## src/rtl/adder_pkg.sv

```systemverilog
// adder_pkg: shared FSM state encoding and counter sizing for the serial adder
package adder_pkg;

    typedef enum logic [1:0] {
        S_IDLE = 2'd0,
        S_RUN  = 2'd1,
        S_DONE = 2'd2
    } state_t;

    function automatic int cnt_w(input int w);
        return (w > 1) ? $clog2(w) : 1;
    endfunction

    localparam int CNT_W = cnt_w(8);

endpackage

```

## src/rtl/full_adder_cell.sv

```systemverilog
// full_adder_cell: combinational 1-bit full adder
module full_adder_cell (
    input  logic a,
    input  logic b,
    input  logic ci,
    output logic s,
    output logic co
);

    assign s  = a ^ b ^ ci;
    assign co = (a & b) | (ci & (a ^ b));

endmodule

```

## src/rtl/serial_adder_fsm.sv

```systemverilog
// serial_adder_fsm: bit-serial LSB-first adder/subtractor with start/busy/done handshake
module serial_adder_fsm
    import adder_pkg::*;
#(
    parameter int WIDTH = 8
) (
    input  logic             clk,
    input  logic             rst_n,
    input  logic             start,
    input  logic             sub,
    input  logic             cin,
    input  logic [WIDTH-1:0] a,
    input  logic [WIDTH-1:0] b,
    output logic             busy,
    output logic             done,
    output logic [WIDTH-1:0] sum,
    output logic             cout,
    output logic             ovf
);

    localparam int CW = cnt_w(WIDTH);

    state_t           state, state_nx;
    logic [CW-1:0]    bit_cnt;
    logic [WIDTH-1:0] a_sh, b_sh, res_sh, res_nx;
    logic             carry, fa_s, fa_co, last_bit, accept;

    full_adder_cell u_fa (
        .a  (a_sh[0]),
        .b  (b_sh[0]),
        .ci (carry),
        .s  (fa_s),
        .co (fa_co)
    );

    assign accept   = (state == S_IDLE) && start;
    assign last_bit = bit_cnt == CW'(WIDTH - 1);
    assign res_nx   = WIDTH'({fa_s, res_sh} >> 1);

    // State register
    always_ff @(posedge clk or negedge rst_n) begin
        if (!rst_n) state <= S_IDLE;
        else        state <= state_nx;
    end

    // Next-state and handshake outputs; any unused encoding falls back to IDLE
    always_comb begin
        state_nx = (state == S_IDLE) ? (start ? S_RUN : S_IDLE)
                 : (state == S_RUN)  ? (last_bit ? S_DONE : S_RUN)
                 : S_IDLE;
        busy = state == S_RUN;
        done = state == S_DONE;
    end

    // Operand latch, serial step and result capture on the final bit
    always_ff @(posedge clk or negedge rst_n) begin
        if (!rst_n) begin
            a_sh    <= '0;
            b_sh    <= '0;
            res_sh  <= '0;
            carry   <= 1'b0;
            bit_cnt <= '0;
            sum     <= '0;
            cout    <= 1'b0;
            ovf     <= 1'b0;
        end else if (accept) begin
            a_sh    <= a;
            b_sh    <= sub ? ~b : b;
            carry   <= sub | cin;
            bit_cnt <= '0;
        end else if (state == S_RUN) begin
            a_sh   <= a_sh >> 1;
            b_sh   <= b_sh >> 1;
            res_sh <= res_nx;
            carry  <= fa_co;
            if (last_bit) begin
                sum  <= res_nx;
                cout <= fa_co;
                ovf  <= carry ^ fa_co;
            end else begin
                bit_cnt <= bit_cnt + CW'(1);
            end
        end
    end

endmodule

```

## config.mk

```make
export PLATFORM = sky130hd
export DESIGN_NAME = serial_adder_fsm
export DESIGN_NICKNAME = d
export VERILOG_FILES = /design/src/rtl/adder_pkg.sv /design/src/rtl/full_adder_cell.sv /design/src/rtl/serial_adder_fsm.sv
export SDC_FILE = /design/constraint.sdc
export NUM_CORES = 1
export LEC_CHECK = 0
export BUFFER_PORTS_ARGS = -buffer_cell sky130_fd_sc_hd__buf_4
export CAP_MARGIN = 5
export CORE_UTILIZATION = 54
export CTS_CLUSTER_DIAMETER = 200
export DETAILED_ROUTE_END_ITERATION = 8
export PLACE_DENSITY = 0.78
export SLEW_MARGIN = 20
export SYNTH_ARGS = -nofsm -noshare
export SYNTH_HDL_FRONTEND = slang
export SYNTH_SLANG_ARGS = --single-unit
```

## constraint.sdc

```tcl
create_clock -name clk -period 1.8 [get_ports clk]
set_clock_uncertainty 0.05 [all_clocks]
set_input_delay 0 -clock clk [delete_from_list [all_inputs] [get_ports clk]]
set_output_delay 0 -clock clk [all_outputs]
set_load 0.01 [all_outputs]
```

-- After elaboration in Yosys (flattened, before gate mapping)
Cells that the tools add are included.
- bits in registers: 40
- input bits: 21
- output and inout port bits: 12
- logic and storage cells: 43
- add/subtract/negate cells: 1
- equality and inequality tests: 4
- mux-type cells: 14
- bitwise operators: 9
- reductions and logical operators: 6
- operators with widths (cell ; count):
    $mux W8 ; 5
    $mux W3 ; 3
    $not A8 Y8 ; 1
    $mux W2 ; 3
    $reduce_and A2 Y1 ; 2
    $add A3 B1 Y3 const B ; 1
    $eq A3 B3 Y1 const B ; 1
    $mux W1 ; 3
    $reduce_and A3 Y1 ; 1
    $xor A1 B1 Y1 ; 3
    $and A1 B1 Y1 ; 2
    $eq A2 B1 Y1 const B ; 1
    $eq A2 B2 Y1 const B ; 1
    $logic_not A2 Y1 ; 1
    $ne A2 B1 Y1 const B ; 1
    $or A1 B1 Y1 ; 2
    $reduce_bool A2 Y1 ; 1
    $logic_and A1 B1 Y1 ; 1
    $not A1 Y1 ; 1

-- Depth between registers and ports, before layout
Gate-level depths: netlist (run 1).
- depth in word-level cells: 5
- gate-level depth with buffers: 6
- depth with buffers taken out: 5

-- Modules after synthesis
Synthesis (run 1) repeated with hierarchy kept, for this count alone.
- cell total of the unflattened synthesis: 137
- area, all modules: 1788.0 µm²
- by module, submodules not included (module ; instances ; cells each ; area each (µm²) ; sequential area each (µm²)):
    serial_adder_fsm ; 1 ; 136 ; 1767.9 ; 975.9
    full_adder_cell ; 1 ; 1 ; 20.0 ; 0.0

-- Worst setup path before layout (run 1)
No wires, ideal clock.
- kind: reg2reg
- from: register bit_cnt[0]
- to: register cout
- setup time: 0.125 ns
- data arrival time: 1.336 ns
- required time: 1.625 ns
- setup slack: 0.289 ns
- cell stages (with the launch flop): 6
- buffers on the path: 1
- period minus slack after synthesis: 1.511 ns
- cells stage by stage: dfrtp_1 ha_1 ha_1 nand3b_4 buf_6 mux2_2
- cells in the longest elaborated chain, start to end: 2
- ends and longest elaborated chain (item ; line ; RTL):
    from (decl) ; serial_adder_fsm.sv:24 ; logic [CW-1:0] bit_cnt;
    from (signal assigned) ; serial_adder_fsm.sv:81 ; bit_cnt <= bit_cnt + CW'(1);
    $eq A3 B3 Y1 ; serial_adder_fsm.sv:37 ; assign last_bit = bit_cnt == CW'(WIDTH - 1);
    $reduce_and A3 Y1 (no line) ; - ;
    to (signal assigned) ; serial_adder_fsm.sv:78 ; cout <= fa_co;
    to (decl) ; serial_adder_fsm.sv:17 ; output logic cout,
Every way passes these cells.
A chain may end at the register's enable or synchronous reset.

-- Worst setup path after layout (run 1)
- from: register state[1]
- to: register a_sh[7]
- cells in the longest elaborated chain, start to end: 3
- elaborated cells between the ends (all ways): 5
- those cells by class: eq/ne (1); mux (1); reduce/logical (3)
- ends and longest elaborated chain (item ; line ; RTL):
    from (decl) ; serial_adder_fsm.sv:23 ; state_t state, state_nx;
    from (signal assigned) ; serial_adder_fsm.sv:43 ; else state <= state_nx;
    $logic_not A2 Y1 ; serial_adder_fsm.sv:36 ; assign accept = (state == S_IDLE) && start;
    $logic_and A1 B1 Y1 ; serial_adder_fsm.sv:36 ;
    $mux W8 / $reduce_bool A2 Y1 (equally long branches) ; - ;
    to (signal assigned) ; serial_adder_fsm.sv:72 ; a_sh <= a_sh >> 1;
    to (decl) ; serial_adder_fsm.sv:25 ; logic [WIDTH-1:0] a_sh, b_sh, res_sh, res_nx;
Several ways; a longest one is shown, not always the timed one.

==> results of run 1 <==
cell usage in the layout, fill, tap and decap left out, drive strengths merged:
master / Yosys / routed
clkinv: 1 / 2
nor3b: 1 / 1
dfrtp: 39 / 39
or2: 1 / 1
o21bai: 1 / 1
inv: 4 / 4
nand3b: 1 / 1
nand2b: 1 / 1
a32oi: 6 / 6
xnor2: 1 / 1
nor2: 2 / 2
nand2: 43 / 43
ha: 2 / 2
buf: 8 / 37
a22o: 3 / 3
mux2: 10 / 10
o21ai: 11 / 11
nor2b: 3 / 3
a22oi: 8 / 8
xor2: 8 / 8
bufinv: 0 / 1
fa: 1 / 1
a31oi: 1 / 1
dlygate4sd3: 0 / 19
clkbuf: 0 / 6
a222oi: 1 / 1
registers in the layout, summed over array words and instances (netlist names):
signal   cells
sum          8
state        2
bit_cnt      3
carry        1
b_sh         8
cout         1
a_sh         8
res_sh       7
ovf          1
cell families (layout without fill, tap and decap cells):
family / after synthesis / after routing / share of synthesized area [%]
AND/OR/NAND/NOR: 52 / 52 / 13.2
flip-flops: 39 / 39 / 55.4
AO/OA/AOI/OAI: 31 / 31 / 12.6
buffers and inverters: 13 / 69 / 4.83
multiplexers: 10 / 10 / 7.03
XOR/XNOR: 9 / 9 / 4.47
adder cells (fa/ha/maj): 3 / 3 / 2.55
power by group:
group	switching [W]	internal, W	total, W
combinational	0.000637	0.000677	0.00131
clock	0.000292	0.000328	0.000620
sequential	0.000274	0.00124	0.00152
stage by stage:
stage          setup WS (ns)  hold WS (ns)  util [%]
6_report               0.116        0.0309      75.0
5_1_grt               0.0106        0.0346      75.0
4_1_cts                0.142        0.0246      75.0
3_5_place_dp           0.208       -0.0532      66.0
3_3_place_gp           0.276       -0.0619      66.0
2_1_floorplan          0.289        -0.346         -
repair_timing:
item	in CTS	in global routing
endpoints found under the hold margin	55	0
setup endpoints to repair	0	0
hold buffers	19	0
worst min-delay path by stage:
| stage | slack [ns] | end | from |
|---|---|---|---|
| after floorplan | -0.35 | a_sh[0] | rst_n |
| after global placement | -0.06 | sum[3] | rst_n |
| after detailed placement | -0.05 | sum[3] | rst_n |
| after CTS | 0.02 | b_sh[5] | b[5] |
| after global routing | 0.03 | b_sh[5] | b[5] |
| final | 0.03 | b_sh[5] | b[5] |
layout make-up:
class / count / area [sq um] / area share, %
clock buffer: 6 / 51.3 / 2.22
clock inverter: 2 / 35.0 / 1.52
inverter: 5 / 21.3 / 0.921
multi-input combinational: 105 / 702 / 30.4
sequential: 39 / 976 / 42.3
tap: 44 / 55.1 / 2.38
timing repair buffer: 56 / 468 / 20.3
metal layers:
metal	share of wire [%]	wire, um
met1	42	1510
met3	5.4	196
met5	0	0
met4	2.6	95
met2	50	1830
worst register-to-register path, delay by kind of cell (launching register included):
kind	cells	cell delay, ns
compound gates	2	0.28
buf+inv	2	0.84
flops	1	0.41
==> impl_metrics.csv, run 1 <==
group,metric,value,unit
grt,grt_use_total,24.0,%
clocking,htree_num_levels,2,
cells_and_area,area_delta_synth_final,30.9,%
routing,via_per_inst,5.23,
logic_synthesis,ys_top_cells_by_area,"dfrtp_1, nand2_1, mux2_2",
critical_path,critPathKind,"reg -> reg",
critical_path,path_delay_family,"buffers and inverters",
logic_synthesis,synth-edff-count,0,
timing,grt_setup_unrepaired,"no",
logic_synthesis,yosysSeqAreaShare,55.4,%
grt,grt_pass1_wl,6080,um
critical_path,critPathRequiredTime,2.00,ns
critical_path,r2r_end,"a_sh[7]",
logic_synthesis,synth-seq-cells,39,
hold_path,min_path_cells,4,
grt,busiest_layer,"met2",
logic_synthesis,syn_nets,181,
floorplan,fp-row-count,20,
floorplan,die_h,59.1,um
critical_path,critPathArrivalTime,1.88,ns
power,totalPowerFinal,0.00345,W
floorplan,initial_utilization,57.3,%
timing,fin_crit,1.68,ns
routing,drc,0,
place,hpwl,2370,um
cells_and_area,fill_cells,221,
place,place_area,0.00203,sq mm
logic_synthesis,ys_dominant_reg_cell,"dfrtp_1",
critical_path,r2r_slack,0.12,ns
place,dp.cells,230,
hold_path,hold_path_class,"in -> reg",
critical_path,rr_worst_depth,4,
floorplan,top_level_ports,33,
critical_path,crit_chain,"clkinv_1, a31oi_1, dlygate4sd3_1, o21ai_0",
routing,drt_iter0_drc,90,
clocking,cts.path.max_buffers,2,
logic_synthesis,yosysMostFrequentCell,"nand2_1",
cells_and_area,final_cell_area,0.00231,sq mm
power,power_density,1490,mW/mm^2
timing,worst_pin_slew,0.518,ns
logic_synthesis,synthArstFlopShare,100,%
clocking,cts_setup_buffers,0,
critical_path,cp.depth,4,
floorplan,core,0.00308,sq mm
critical_path,start_kind,"flip-flop",
logic_synthesis,ys_top_cells_by_count,"nand2_1, dfrtp_1, o21ai_0",
grt,grt_pass1_vias,1329,
timing,slew_violations,0,
run_status,status,"finished, final reports clean",
clocking,clock-sinks,39,
critical_path,worstPathMaxFanout,9,
routing,wirelength,3640,um
cells_and_area,drive_gt1_share,28.2,%
timing,fmax,0.594,GHz
routing,vias,1343,
run,cap_violations,0,
logic_synthesis,synth_top_area_cell,"dfrtp_1",
critical_path,path_buf_inv,2,
floorplan,die_area,0.00350,sq mm
clocking,clk_latency,0.35,ns
critical_path,crit_slowest_cell,"dlygate4sd3_1",
clocking,cts_tree,"done",
timing,finalHoldViolCount,0,
grt,gr-total-overflow,0,
power,p_leak,1.16,nW
timing,fin_crit_sh,93.6,%
critical_path,endpoint,"a_sh[7]",
grt,grt_start_max_net_pins,40,
critical_path,r2r_start,"state[1]",
place,port_buffers,32,
logic_synthesis,synth_area,0.00176,sq mm
cells_and_area,diodes,0,
critical_path,max_stage_delay,0.56,ns
place,routabilityCongestion,0.748,
cells_and_area,final_nets,236,
clocking,root_buffer,"clkbuf_4",
critical_path,worstSetupStartpoint,"state[1]",
timing,relSlewSlack,65.5,%
logic_synthesis,ys_types,28,
floorplan,die_w,59.1,um
power,vdd_drop_max,0.716,mV
grt,antenna_found_initial,0,
routing,wl_per_cell,14.2,um
clocking,cts_resized,0,
timing,setup_viol,0,
logic_synthesis,synth_area_per_cell,11.2,sq um
logic_synthesis,ys_warn_count,0,
routing,drt_pass1_iterations,4,
grt,met3_usage,7.86,%
clocking,cts_buffers,5,
grt,grt_use_met1,28.0,%
cells_and_area,instances_no_fill,257,
logic_synthesis,syn_inst,157,
clocking,clk_pin_slew,0.12,ns
timing,setup_tns,0,ns
logic_synthesis,yosysTopAreaCellShare,55.4,%
routing,final_antenna_net_count,0,
grt,grt_use_met2,39.8,%
critical_path,end_kind,"flip-flop",
(Power assumes the default switching activity.)
==> run 2: changes to the inputs <==
- CELL_PAD_IN_SITES_DETAIL_PLACEMENT: unset -> 0
- CELL_PAD_IN_SITES_GLOBAL_PLACEMENT: unset -> 1
- CORE_UTILIZATION: 54 -> 42
- PLACE_DENSITY: 0.78 -> 0.77
==> run 2 against run 1 <==
Critical endpoint is now bit_cnt[0]. Die area up 28%. Final area shrank 0.92%. Largest cell class unchanged. Clock power up 38%. Sequential power about the same. Count of clock-buffer cells in the layout is the same. Worst hold slack lost 0.018 ns. Combinational power hardly changed.
==> impl_metrics.csv, run 2 (synthesis gave the netlist of run 1 again) <==
group,metric,value,unit
run_status,status,"finished, final reports clean",
routing,drt_iter0_drc,54,
grt,grt_pass1_wl,5890,um
grt,antenna_found_initial,0,
clocking,clk_latency,0.29,ns
place,place_ws,0.225,ns
power,p_leak,1.15,nW
timing,grt_setup_unrepaired,"no",
routing,vias,1290,
floorplan,die_area,0.00446,sq mm
timing,relSlewSlack,65.8,%
grt,grt_use_total,17.8,%
grt,grt_use_met1,21.6,%
timing,holdWs,0.0127,ns
grt,gr-total-overflow,0,
cells_and_area,final_nets,229,
timing,worst_pin_slew,0.511,ns
hold_path,hold_path_class,"in -> reg",
clocking,cts_tree,"done",
clocking,root_buffer,"clkbuf_8",
timing,finalHoldViolCount,0,
timing,fin_crit,1.58,ns
clocking,cts_setup_buffers,0,
critical_path,path_delay_family,"adder cells",
routing,wl_per_cell,13.1,um
grt,busiest_layer,"met2",
grt,grt_use_met2,29.9,%
place,port_buffers,32,
critical_path,critPathRequiredTime,1.93,ns
routing,via_per_inst,5.04,
critical_path,worstPathMaxFanout,4,
clocking,cts_buffers,5,
critical_path,end_kind,"flip-flop",
critical_path,max_stage_delay,0.40,ns
floorplan,top_level_ports,33,
timing,setup_viol,0,
power,power_density,1610,mW/mm^2
clocking,htree_num_levels,2,
cells_and_area,instances_no_fill,256,
clocking,clock-sinks,39,
clocking,hold_buffers,9,
place,place_area,0.00205,sq mm
critical_path,critPathArrivalTime,1.71,ns
grt,grt_pass1_vias,1346,
hold_path,hold_start,"start",
critical_path,crit_path_frequent_cell,"ha_1",
clocking,cts.path.max_buffers,2,
clocking,clk_pin_slew,0.08,ns
critical_path,start_kind,"flip-flop",
timing,fin_crit_sh,87.7,%
cells_and_area,fill_cells,372,
timing,setup_tns,0,ns
cells_and_area,diodes,0,
routing,final_antenna_net_count,0,
critical_path,crit_chain,"ha_1, ha_1, nor2b_1, o21ai_1, mux2_2",
cells_and_area,top_regs,"a_sh (8), b_sh (8), sum (8)",
place,routabilityCongestion,0.731,
grt,grt_start_max_net_pins,40,
clocking,cts_resized,0,
routing,wirelength,3350,um
cells_and_area,final_cell_mix,"nand2_1, dfrtp_1, buf_4",
floorplan,die_h,66.8,um
critical_path,crit_slowest_cell,"dfrtp_1",
critical_path,worstSetupStartpoint,"bit_cnt[0]",
floorplan,die_w,66.8,um
routing,drt_pass1_iterations,4,
cells_and_area,final_cell_area,0.00229,sq mm
cells_and_area,register_area,976,sq um
timing,fmax,0.633,GHz
cells_and_area,final_common_cell,"nand2_1",
run,cap_violations,0,
floorplan,initial_utilization,43.8,%
critical_path,r2r_start,"bit_cnt[0]",
timing,worst_slack,0.221,ns
routing,drc,0,
place,hpwl,2470,um
floorplan,core,0.00403,sq mm
critical_path,path_buf_inv,0,
power,vdd_drop_max,0.684,mV
timing,slew_violations,0,
critical_path,cp.depth,5,
cells_and_area,area_delta_synth_final,29.7,%
critical_path,rr_worst_depth,5,
grt,met3_usage,4.62,%
hold_path,min_path_cells,3,
cells_and_area,multi_input_area,702,sq um
floorplan,fp-row-count,23,
place,dp.cells,238,
critical_path,critPathKind,"reg -> reg",
cells_and_area,drive_gt1_share,29.6,%
[run 2: cell count changes in the layout (fill, tap and decap cells not counted)]
cell / change
dlygate4sd3_1: -9
clkbuf_4: -5
bufinv_16: +1
buf_4: +2
clkbuf_1: +1
clkbuf_8: +4
clkinv_2: -1
[run 2: cell type report]
class | instances | area share, %
sequential | 39 | 42.7
multi-input combinational | 105 | 30.7
timing repair buffer | 49 | 17.2
clock buffer | 6 | 3.17
tap | 50 | 2.74
clock inverter | 2 | 2.63
inverter | 5 | 0.930
[run 2: worst paths after layout]
check	endpoint	slack, ns
worst max register to register	bit_cnt[0]	0.22
min in group asynchronous	sum[1]	0.16
worst min register to register	b_sh[2]	0.42
worst max-delay path	bit_cnt[0]	0.22
max in group asynchronous	res_sh[7]	1.20
worst min-delay path	a_sh[7]	0.01
[run 2: routing by layer]
layer | wire length (um) | share of wire (%)
met1 | 1560 | 46
met2 | 1590 | 47
met3 | 151 | 4.5
met4 | 48 | 1.4
met5 | 0 | 0
[run 2: per-stage QoR]
step | total power, W | util, %
after floorplan | 0.00239 | -
after global placement | 0.00279 | 51.0
after detailed placement | 0.00287 | 51.0
after CTS | 0.00374 | 56.5
after global routing | 0.00397 | 56.8
final | 0.00369 | 56.8
[run 2: worst register-to-register path: cells and delay by family (launching register included)]
kind	cells	cell delay, ns
AO/OA/AOI/OAI	1	0.14
adder cells (fa/ha/maj)	2	0.44
flip-flops	1	0.40
multiplexers	1	0.29
AND/OR/NAND/NOR	1	0.16
[run 2: report_power, final]
part | switching (W) | leakage (nW) | internal, W
clock | 0.000300 | 0.0654 | 0.000554
sequential | 0.000250 | 0.499 | 0.00125
combinational | 0.000655 | 0.586 | 0.000688
total | 0.00120 | 1.15 | 0.00249
